===== config.mk =====
export PLATFORM = sky130hd
export DESIGN_NAME = pc_stack
export DESIGN_NICKNAME = d
export VERILOG_FILES = /design/src/rtl/pc_stack.sv
export SDC_FILE = /design/constraint.sdc
export NUM_CORES = 1
export LEC_CHECK = 0
export BUFFER_PORTS_ARGS = -buffer_cell sky130_fd_sc_hd__buf_4
export CAP_MARGIN = 30
export CORE_MARGIN = 2
export CORE_UTILIZATION = 39
export DETAILED_ROUTE_END_ITERATION = 8
export GPL_ROUTABILITY_DRIVEN = 0
export SETUP_SLACK_MARGIN = 0.5
export SLEW_MARGIN = 20
export SYNTH_ARGS = -nofsm -noshare
export SYNTH_HDL_FRONTEND = slang
export SYNTH_SLANG_ARGS = --single-unit

===== constraint.sdc =====
create_clock -name clk -period 1.9 [get_ports clk]
set_input_delay 0.285 -clock clk [delete_from_list [all_inputs] [get_ports clk]]
set_output_delay 0.285 -clock clk [all_outputs]
set_load 0.05 [all_outputs]

===== src/rtl/pc_stack.sv =====
// Program counter with relative branch, absolute jump, global stall and a
// small LIFO return-address stack for call/ret.
module pc_stack #(
  parameter int Psize  = 8,
  parameter int Osize  = 4,
  parameter int Sdepth = 4
) (
  input  logic             clk,
  input  logic             reset,
  input  logic             en,
  input  logic             PCincr,
  input  logic             branch,
  input  logic [Osize-1:0] boff,
  input  logic             jump,
  input  logic             call,
  input  logic             ret,
  input  logic [Psize-1:0] jaddr,
  output logic [Psize-1:0] PCout,
  output logic             stk_empty,
  output logic             stk_full,
  output logic             stk_err
);
  localparam int CW = $clog2(Sdepth + 1);

  logic [CW-1:0]    cnt;
  logic [Psize-1:0] stk [Sdepth];
  logic [Psize-1:0] top, inc, opnd, seq;

  assign stk_empty = (cnt == '0);
  assign stk_full  = (cnt == CW'(Sdepth));

  // Shared adder for sequential/relative targets; separate incrementer for pushes.
  assign opnd = branch ? Psize'($signed(boff)) : Psize'(1);
  assign seq  = PCout + opnd;
  assign inc  = PCout + Psize'(1);

  always_comb begin
    top = '0;
    for (int i = 0; i < Sdepth; i++)
      if (cnt == CW'(i + 1)) top = stk[i];
  end

  always_ff @(posedge clk) begin
    if (reset) begin
      PCout   <= '0;
      cnt     <= '0;
      stk_err <= 1'b0;
    end else if (en) begin
      if (ret) begin
        if (!stk_empty) begin
          PCout <= top;
          cnt   <= cnt - CW'(1);
        end else begin
          PCout   <= inc;
          stk_err <= 1'b1;
        end
      end else if (call) begin
        if (!stk_full) begin
          for (int i = 0; i < Sdepth; i++)
            if (cnt == CW'(i)) stk[i] <= inc;
          cnt <= cnt + CW'(1);
        end else begin
          stk_err <= 1'b1;
        end
        PCout <= jaddr;
      end else if (jump) begin
        PCout <= jaddr;
      end else if (branch || PCincr) begin
        PCout <= seq;
      end
    end
  end
endmodule


---- After elaboration in Yosys (flattened, before gate mapping) ----
Memory sizes are Yosys's and may differ from the RTL's.
Index checks and enable logic that the tools add are counted.
W data, S select, Z words.
word-level totals
  output and inout port bits .............. 11
  input port bits ......................... 20
  memory bits (writable) .................. 32
  bits in registers ....................... 12
  logic and storage cells ................. 81
  memories ................................ 1
cells by class
  equality and inequality tests ........... 7
  reductions and logical operators ........ 11
  muxes and demuxes ....................... 55
  add/subtract/negate cells ............... 4
memories
  memory  words  bits a word  rd ports  clocked after memory_dff  write ports  RTL line  text
  stk     4      8            4         0                         1            26        logic [Psize-1:0] stk [Sdepth];
operators with widths
  operator               number
  $mux W8                13
  $mux W1                35
  $reduce_or A8 Y1       3
  $mux W3                4
  $add A8 B1 Y8 const B  1
  $add A8 B8 Y8          1
  $reduce_and A4 Y1      2
  $eq A3 B2 Y1 const B   2
  $mux W2                3
  $ne A2 B2 Y1 const B   2
  $reduce_bool A2 Y1     2
  $reduce_bool A4 Y1     1
  $add A3 B1 Y3 const B  1
  $eq A3 B1 Y1 const B   1
  $eq A3 B3 Y1 const B   1
  $logic_not A3 Y1       1
  $sub A3 B1 Y3 const B  1
  $ne A2 B1 Y1 const B   1
  $reduce_and A2 Y1      1
  $logic_or A1 B1 Y1     1

---- Logic depth before layout (Yosys ltp) ----
Gate-level depths: netlist of the first run.
  depth after elaboration ................. 12
  gate-level depth with buffers ........... 9
  gate-level depth less buffers ........... 9

---- Least setup slack after synthesis of the first run ----
No wires, ideal clock.
  kind .................................... flip-flop to flip-flop
  start point ............................. reg cnt[0]
  end point ............................... mem stk[3][0] (enable)
  library setup time ...................... 0.385 ns
  buffers on the path ..................... 1
  slack ................................... -0.455 ns
  period minus slack after synthesis ...... 2.355 ns
  required time ........................... 1.515 ns
  cell stages (with the launch flop) ...... 6
  data arrival time ....................... 1.970 ns
  path through ............................ dfxtp_1 > inv_1 > ha_1 > and2_1 > clkbuf_1 > nor3b_1
on the way
  elaborated cells on any way between the ends .. 42
  those cells by class .................... 4 x eq/ne; 34 x mux; 4 x reduce/logical
RTL lines
  item                                                       RTL line  text
  from (decl)                                                25        logic [CW-1:0] cnt;
  from (signal assigned)                                     52        cnt <= cnt - CW'(1);
  from (signal assigned)                                     61        cnt <= cnt + CW'(1);
  $eq A3 B3 Y1 *                                             30        assign stk_full = (cnt == CW'(Sdepth));
  via stk_full                                               20        output logic stk_full,
  $mux W1                                                    58        if (!stk_full) begin
  $mux W1                                                    57        end else if (call) begin
  $mux W1                                                    49        if (ret) begin
  $mux W1                                                    48        end else if (en) begin
  $mux W1                                                    44        if (reset) begin
  $mux W1 (not written as such)                              60        if (cnt == CW'(i)) stk[i] <= inc;
  $reduce_or A8 Y1 (no line)                                 --
  $mux W2 (no line) or $mux W1 (tied branches) (3 in a row)  --
  to (decl)                                                  26
The timed path passes the listed nets; every way through them passes the cells marked *.

---- Worst setup path after layout of the first run ----
  start point ............................. reg PCout[0]
  end point ............................... reg PCout[4]
on the way
  word-level cells in the longest chain between the ends .. 5
  elaborated cells on any way between the ends .. 7
  those cells by class .................... 2 x add/sub; 5 x mux
ends and longest elaborated chain
  item                    RTL line  text
  from (decl)             18        output logic [Psize-1:0] PCout,
  from (signal assigned)  51        PCout <= top;
  from (signal assigned)  54        PCout <= inc;
  from (signal assigned)  65        PCout <= jaddr;
  $add A8 B8 Y8           34        assign seq = PCout + opnd;
  $mux W8                 68        end else if (branch || PCincr) begin
  $mux W8                 66        end else if (jump) begin
  $mux W8                 57
  $mux W8 *               49
Every way passes the cells marked *; elsewhere a longest branch is shown, timed or not. The select of a mux whose other input is x is not followed.
A chain may end at the register's enable or synchronous reset.

==> impl_metrics.csv, run 1 <==
group,metric,value,unit
clock_network,clk_path_buf_depth,2,
worst_setup_path,path_class,"reg -> reg",
clock_network,hold_buffers,0,
route,via_per_inst,5.60,
timing,maxSlewHeadroom,72.8,%
synth,synth_edf_count,32,
finish,drive_above_1_share,42.4,%
timing,max_freq,554,MHz
floorplanning,rows,29,
synth,yosys_warnings,0,
route,ant_nets,0,
clock_network,cts_root_buf,"clkbuf_8",
worst_setup_path,start_kind,"flip-flop",
placed_design,pre_cts_slack,-0.101,ns
worst_setup_path,crit_required,2.09,ns
timing,drv_slew,0,
timing,period_share,95.0,%
worst_setup_path,end_kind,"flip-flop",
finish,diodes,0,
grt,grt_pass1_wl,10.6,mm
synth,yosys-top-cells-area,"edfxtp_1, dfxtp_1, ha_1, nor2_1, xnor2_1",
clock_network,clock_sinks,44,
power,p_total,2.58,mW
placed_design,dp_hpwl,4.75,mm
outcome,status,"finished, final reports clean",
synth,seq_area_frac_synth,48.1,%
grt,antenna_found_initial,0,
synth,synth.most_common_cell,"edfxtp_1",
timing,worstMarginPinSlew,0.405,ns
timing,setup_ws,0.0954,ns
floorplanning,ioPinCount,31,
floorplanning,coreArea,6280,um2
placed_design,io_buffer_count,30,
finish,nFillCells,546,
route,drt_first_pass_iters,4,
timing,finalClockSkew,0.00751,ns
synth,syn-cell-area,2500,um2
synth,synth.avg_cell_area,10.4,um2
timing,grt_setup_unrepaired,"yes",
synth,synth_common_cells,"edfxtp_1, nor2_1, nand2_1",
route,num_vias,2093,
route,routed_wl,6.60,mm
timing,setup_viol,0,
synth,synth_top_area_share,38.5,%
finish,syn2layout_area_growth,38.3,%
synth,synth_top_cell_by_area,"edfxtp_1",
finish,regArea,1230,um2
synth,ys.flop_type,"edfxtp_1",
grt,grt-ovfl-total,0,
timing,min_period,1.80,ns
synth,synth_cells,240,
synth,ys_async_sr_fraction,0,%
clock_network,cts_buffers,5,
synth,ys_ff_latch,44,
clock_network,cts_tree,"built",
job,drv_cap,0,
worst_setup_path,cp_max_fo,3,
grt,grt_max_degree,17,
power,power_leakage,1.25,nW
route,drc,0,
route,wire_per_inst,17.6,um
floorplanning,die_w,84.0,um
timing,whs,0.260,ns
timing,hold_violations,0,
floorplanning,initial_core_util,39.8,%
synth,ys_types,54,
grt,grt_pass1_vias,2064,
finish,final_nets,328,
floorplanning,dieArea,7060,um2
clock_network,clk_pin_slew,0.08,ns
finish,fin_util,55.0,%
clock_network,htree_levels,2,
worst_setup_path,crit_arrival,1.99,ns
hold_path,holdCritPathClass,"in -> reg",
floorplanning,die_y,84.0,um
route,drtIter0Drc,122,
power,power_density,746,nW/um2
finish,multi_input_area,1430,um2
power,peakVddDrop,0.532,mV
clock_network,clock_latency,0.29,ns
timing,setup_tns,0,ns
grt,grtUsageTotal,19.3,%
synth,syn-num-nets,271,
==> worst max-delay path: stages (launching register included) <==
cell     delay [ns]
dfxtp_4        0.36
ha_4           0.15
inv_2          0.05
fa_2           0.22
nor2b_4        0.05
or4_1          0.42
o21ai_2        0.08
a31oi_1        0.10
o311a_1        0.28
==> layout make-up <==
type                       count  share of cell area [%]
inverter                      13                    1.70
multi-input combinational    167                    41.3
sequential                    44                    35.6
timing repair buffer          66                    16.3
clock buffer                   6                    2.10
tap                           77                    2.79
clock inverter                 1                   0.145
==> where the power goes <==
group | total, mW | switching (mW) | internal [mW]
sequential | 1.13 | 0.0543 | 1.08
combinational | 0.886 | 0.477 | 0.408
clock | 0.558 | 0.307 | 0.251
==> logic make-up after synthesis <==
| group | after synthesis | share of synthesized area, % |
|---|---|---|
| buffers and inverters | 29 | 5.16 |
| DFF | 44 | 48.1 |
| and+or+nand+nor | 70 | 14.2 |
| adders and majority gates | 11 | 5.81 |
| muxes | 5 | 2.00 |
| xor gates and xnor gates | 11 | 3.86 |
| AOI/OAI and AO/OA | 70 | 20.9 |
==> layout by cell type, fill, tap and decap left out, types with 7 or more instances in the layout <==
| cell type | n |
|---|---|
| o21ai_0 | 7 |
| ha_4 | 8 |
| nand3_1 | 8 |
| a21oi_1 | 7 |
| inv_1 | 7 |
| edfxtp_1 | 32 |
| nand2_1 | 12 |
| dfxtp_4 | 7 |
| nor2_1 | 17 |
| buf_6 | 11 |
| buf_4 | 52 |
==> layer usage <==
layer / track usage (%) / up-vias / share of wire [%]
met5: 0 / - / 0
met4: 5.28 / 0 / 0.67
met3: 3.46 / 2 / 5.8
met2: 30.1 / 50 / 48
met1: 27.4 / 1017 / 45
li1: - / 1024 / -
==> what timing repair did <==
item | 4_1_cts | 5_1_grt
pin swaps | 16 | 9
endpoints found under the setup margin | 35 | 37
hold endpoints to repair | 0 | 0
resized for setup | 31 | 13
setup buffers | 12 | 4
==> worst paths after layout <==
path	cells past startpoint	to	startpoint	slack (ns)
worst max register to register	8	PCout[4]	PCout[0]	0.1
worst min register to register	2	stk_err	stk_err	0.49
worst min-delay path	2	cnt[1]	reset	0.26
worst max-delay path	8	PCout[4]	PCout[0]	0.1
==> sequential cells by signal (all words and copies together) (netlist names) <==
register and flops:
stk 32, PCout 8, cnt 3, stk_err 1
==> through the flow <==
| stage | area, um2 | std cells |
|---|---|---|
| 6_report | 3450 | 374 |
| 5_1_grt | 3450 | 374 |
| 4_1_cts | 3360 | 370 |
| 3_5_place_dp | 3040 | 351 |
| 3_3_place_gp | 3040 | 351 |
| 2_1_floorplan | 2710 | 240 |
No activity file was read; power rests on OpenSTA's default activity.
==> inputs of run 2 (changes only) <==
--- a/config.mk
+++ b/config.mk
@@ -5,7 +5,7 @@
 export SDC_FILE = /design/constraint.sdc
 export NUM_CORES = 1
 export LEC_CHECK = 0
-export BUFFER_PORTS_ARGS = -buffer_cell sky130_fd_sc_hd__buf_4
+export BUFFER_PORTS_ARGS = -buffer_cell sky130_fd_sc_hd__buf_2
 export CAP_MARGIN = 30
 export CORE_MARGIN = 2
 export CORE_UTILIZATION = 39
==> run 2 against run 1 <==
  * Via count grew 1.4%
  * Wire length increased by 2.0%
  * Combinational power rose by 3.6%
  * Setup slack got worse by 0.020 ns
  * Core utilization rose by 0.34 points
  * Final area increased by 0.62%
  * Largest cell class unchanged
  * Largest power group unchanged
==> impl_metrics.csv, run 2 (synthesis gave the netlist of run 1 again) <==
group,metric,value,unit
clock_network,clock_latency,0.30,ns
power,peakVddDrop,0.638,mV
floorplanning,ioPinCount,31,
route,num_vias,2122,
grt,grt_pass1_vias,2051,
worst_setup_path,end_kind,"flip-flop",
worst_setup_path,crit_end,"PCout[4]",
worst_setup_path,ff2ff_path_depth,9,
route,wire_per_inst,17.4,um
worst_setup_path,crit_top_cell,"o311a_1",
outcome,status,"finished, final reports clean",
timing,whs,0.343,ns
floorplanning,die_w,84.0,um
worst_setup_path,r2r-end,"PCout[4]",
worst_setup_path,reg2reg_slack,0.08,ns
floorplanning,coreArea,6280,um2
timing,setup_viol,0,
clock_network,cts_tree,"built",
route,drtIter0Drc,204,
finish,final_nets,340,
finish,final_cell_mix,"buf_4, edfxtp_1, buf_2",
timing,grt_setup_unrepaired,"yes",
worst_setup_path,cp_max_fo,4,
timing,maxSlewHeadroom,73.2,%
worst_setup_path,cp.depth,9,
timing,worstMarginPinSlew,0.400,ns
timing,max_freq,548,MHz
worst_setup_path,critical-path-top-delay-family,"adder cells",
grt,grt_max_degree,17,
worst_setup_path,crit_slowest_cell,"dfxtp_4",
clock_network,hold_buffers,0,
floorplanning,rows,29,
finish,reg_top3,"stk: 32 flops, PCout: 8 flops, cnt: 3 flops",
timing,hold_violations,0,
grt,antenna_found_initial,0,
route,routed_wl,6.73,mm
worst_setup_path,crit_arrival,2.01,ns
finish,regMostFlops,"stk",
route,drt_first_pass_iters,4,
finish,diodes,0,
timing,setup_tns,0,ns
worst_setup_path,r2r-start,"PCout[0]",
timing,period_share,96.0,%
worst_setup_path,start_kind,"flip-flop",
grt,grt_pass1_wl,10.5,mm
finish,final_common_cell,"buf_4",
clock_network,htree_levels,2,
finish,drive_above_1_share,45.2,%
route,ant_nets,0,
timing,finalClockSkew,0.00749,ns
worst_setup_path,path_class,"reg -> reg",
power,power_leakage,1.28,nW
floorplanning,dieArea,7060,um2
placed_design,dp_hpwl,4.78,mm
worst_setup_path,max_stage_delay,0.36,ns
worst_setup_path,critPathBufInv,2,
worst_setup_path,crit_chain,"ha_4, inv_2, fa_2, nor2b_4, or4_4, o21ai_2, buf_4, o311a_1, o311a_1",
finish,syn2layout_area_growth,39.1,%
finish,nFillCells,574,
route,drc,0,
finish,largest_register_ffs,32,
floorplanning,initial_core_util,39.8,%
clock_network,clock_sinks,44,
clock_network,cts_buffers,5,
route,via_per_inst,5.48,
clock_network,cts_root_buf,"clkbuf_8",
clock_network,clk_pin_slew,0.09,ns
clock_network,clk_path_buf_depth,2,
hold_path,holdCritPathClass,"in -> reg",
job,drv_cap,0,
power,power_density,756,nW/um2
timing,min_period,1.82,ns
grt,grtUsageTotal,19.1,%
grt,grt-ovfl-total,0,
worst_setup_path,crit_required,2.09,ns
timing,drv_slew,0,
floorplanning,die_y,84.0,um
placed_design,io_buffer_count,30,
worst_setup_path,startpoint,"PCout[0]",
[run 2: cell count changes in the layout (fill, tap and decap cells not counted), sizes merged]
cell      previous run  this run
buf                 66        76
clkbuf               6         8
clkinvlp             0         1
[run 2: per-stage QoR]
step                      cell area (um2)  util, %  worst slack (ns)  total power, mW  instances
after floorplan                      2710        -            0.0655             1.64        240
after global placement               2990     47.6           -0.0903             1.82        354
after detailed placement             2990     47.6            -0.111             1.83        354
after CTS                            3260     52.0            0.0767             2.48        373
after global routing                 3480     55.4           0.00121             2.75        387
final                                3480     55.4            0.0752             2.63        387
[run 2: what timing repair did]
action,4_1_cts,5_1_grt
pin swaps,8,18
setup buffers,11,14
endpoints found under the setup margin,31,42
hold endpoints to repair,0,0
gates resized for setup,23,31
[run 2: report_power, final]
part	leakage [nW]	switching [mW]	total, mW	internal (mW)
clock	0.0388	0.323	0.579	0.255
combinational	0.842	0.486	0.918	0.432
sequential	0.396	0.0522	1.13	1.08
[run 2: layout make-up]
cell class	instances	area (um2)	share of cell area, %
Multi-Input combinational cell	167	1420	40.9
Inverter	13	58.8	1.69
Timing Repair Buffer	78	587	16.9
Clock inverter	2	11.3	0.324
Clock buffer	6	72.6	2.09
Tap cell	77	96.3	2.77
Sequential cell	44	1230	35.4
[run 2: metal layers]
| metal | up-vias | global-route usage (%) | wire, um |
|---|---|---|---|
| li1 | 1048 | - | - |
| met1 | 1040 | 27.0 | 3190 |
| met2 | 30 | 29.2 | 3270 |
| met3 | 4 | 3.26 | 205 |
| met4 | 0 | 7.04 | 77 |
| met5 | - | 0 | 0 |
[run 2: worst reg2reg max path: cells and delay by family (launching register included)]
family | cells | cell delay [ns]
fa+ha+maj | 2 | 0.48
simple gates | 2 | 0.28
flops | 1 | 0.36
buf+inv | 2 | 0.16
compound gates | 3 | 0.42
[run 2: worst min path at each step]
| stage | endpoint | slack, ns | from | depth (start not counted) |
|---|---|---|---|---|
| 6_report | PCout[0] | 0.34 | reset | 3 |
| 5_1_grt | cnt[0] | 0.34 | reset | 3 |
| 4_1_cts | cnt[0] | 0.34 | reset | 3 |
| 3_5_place_dp | stk_err | 0.46 | stk_err | 2 |
| 3_3_place_gp | stk_err | 0.46 | stk_err | 2 |
| 2_1_floorplan | PCout[7] | 0.50 | reset | 3 |
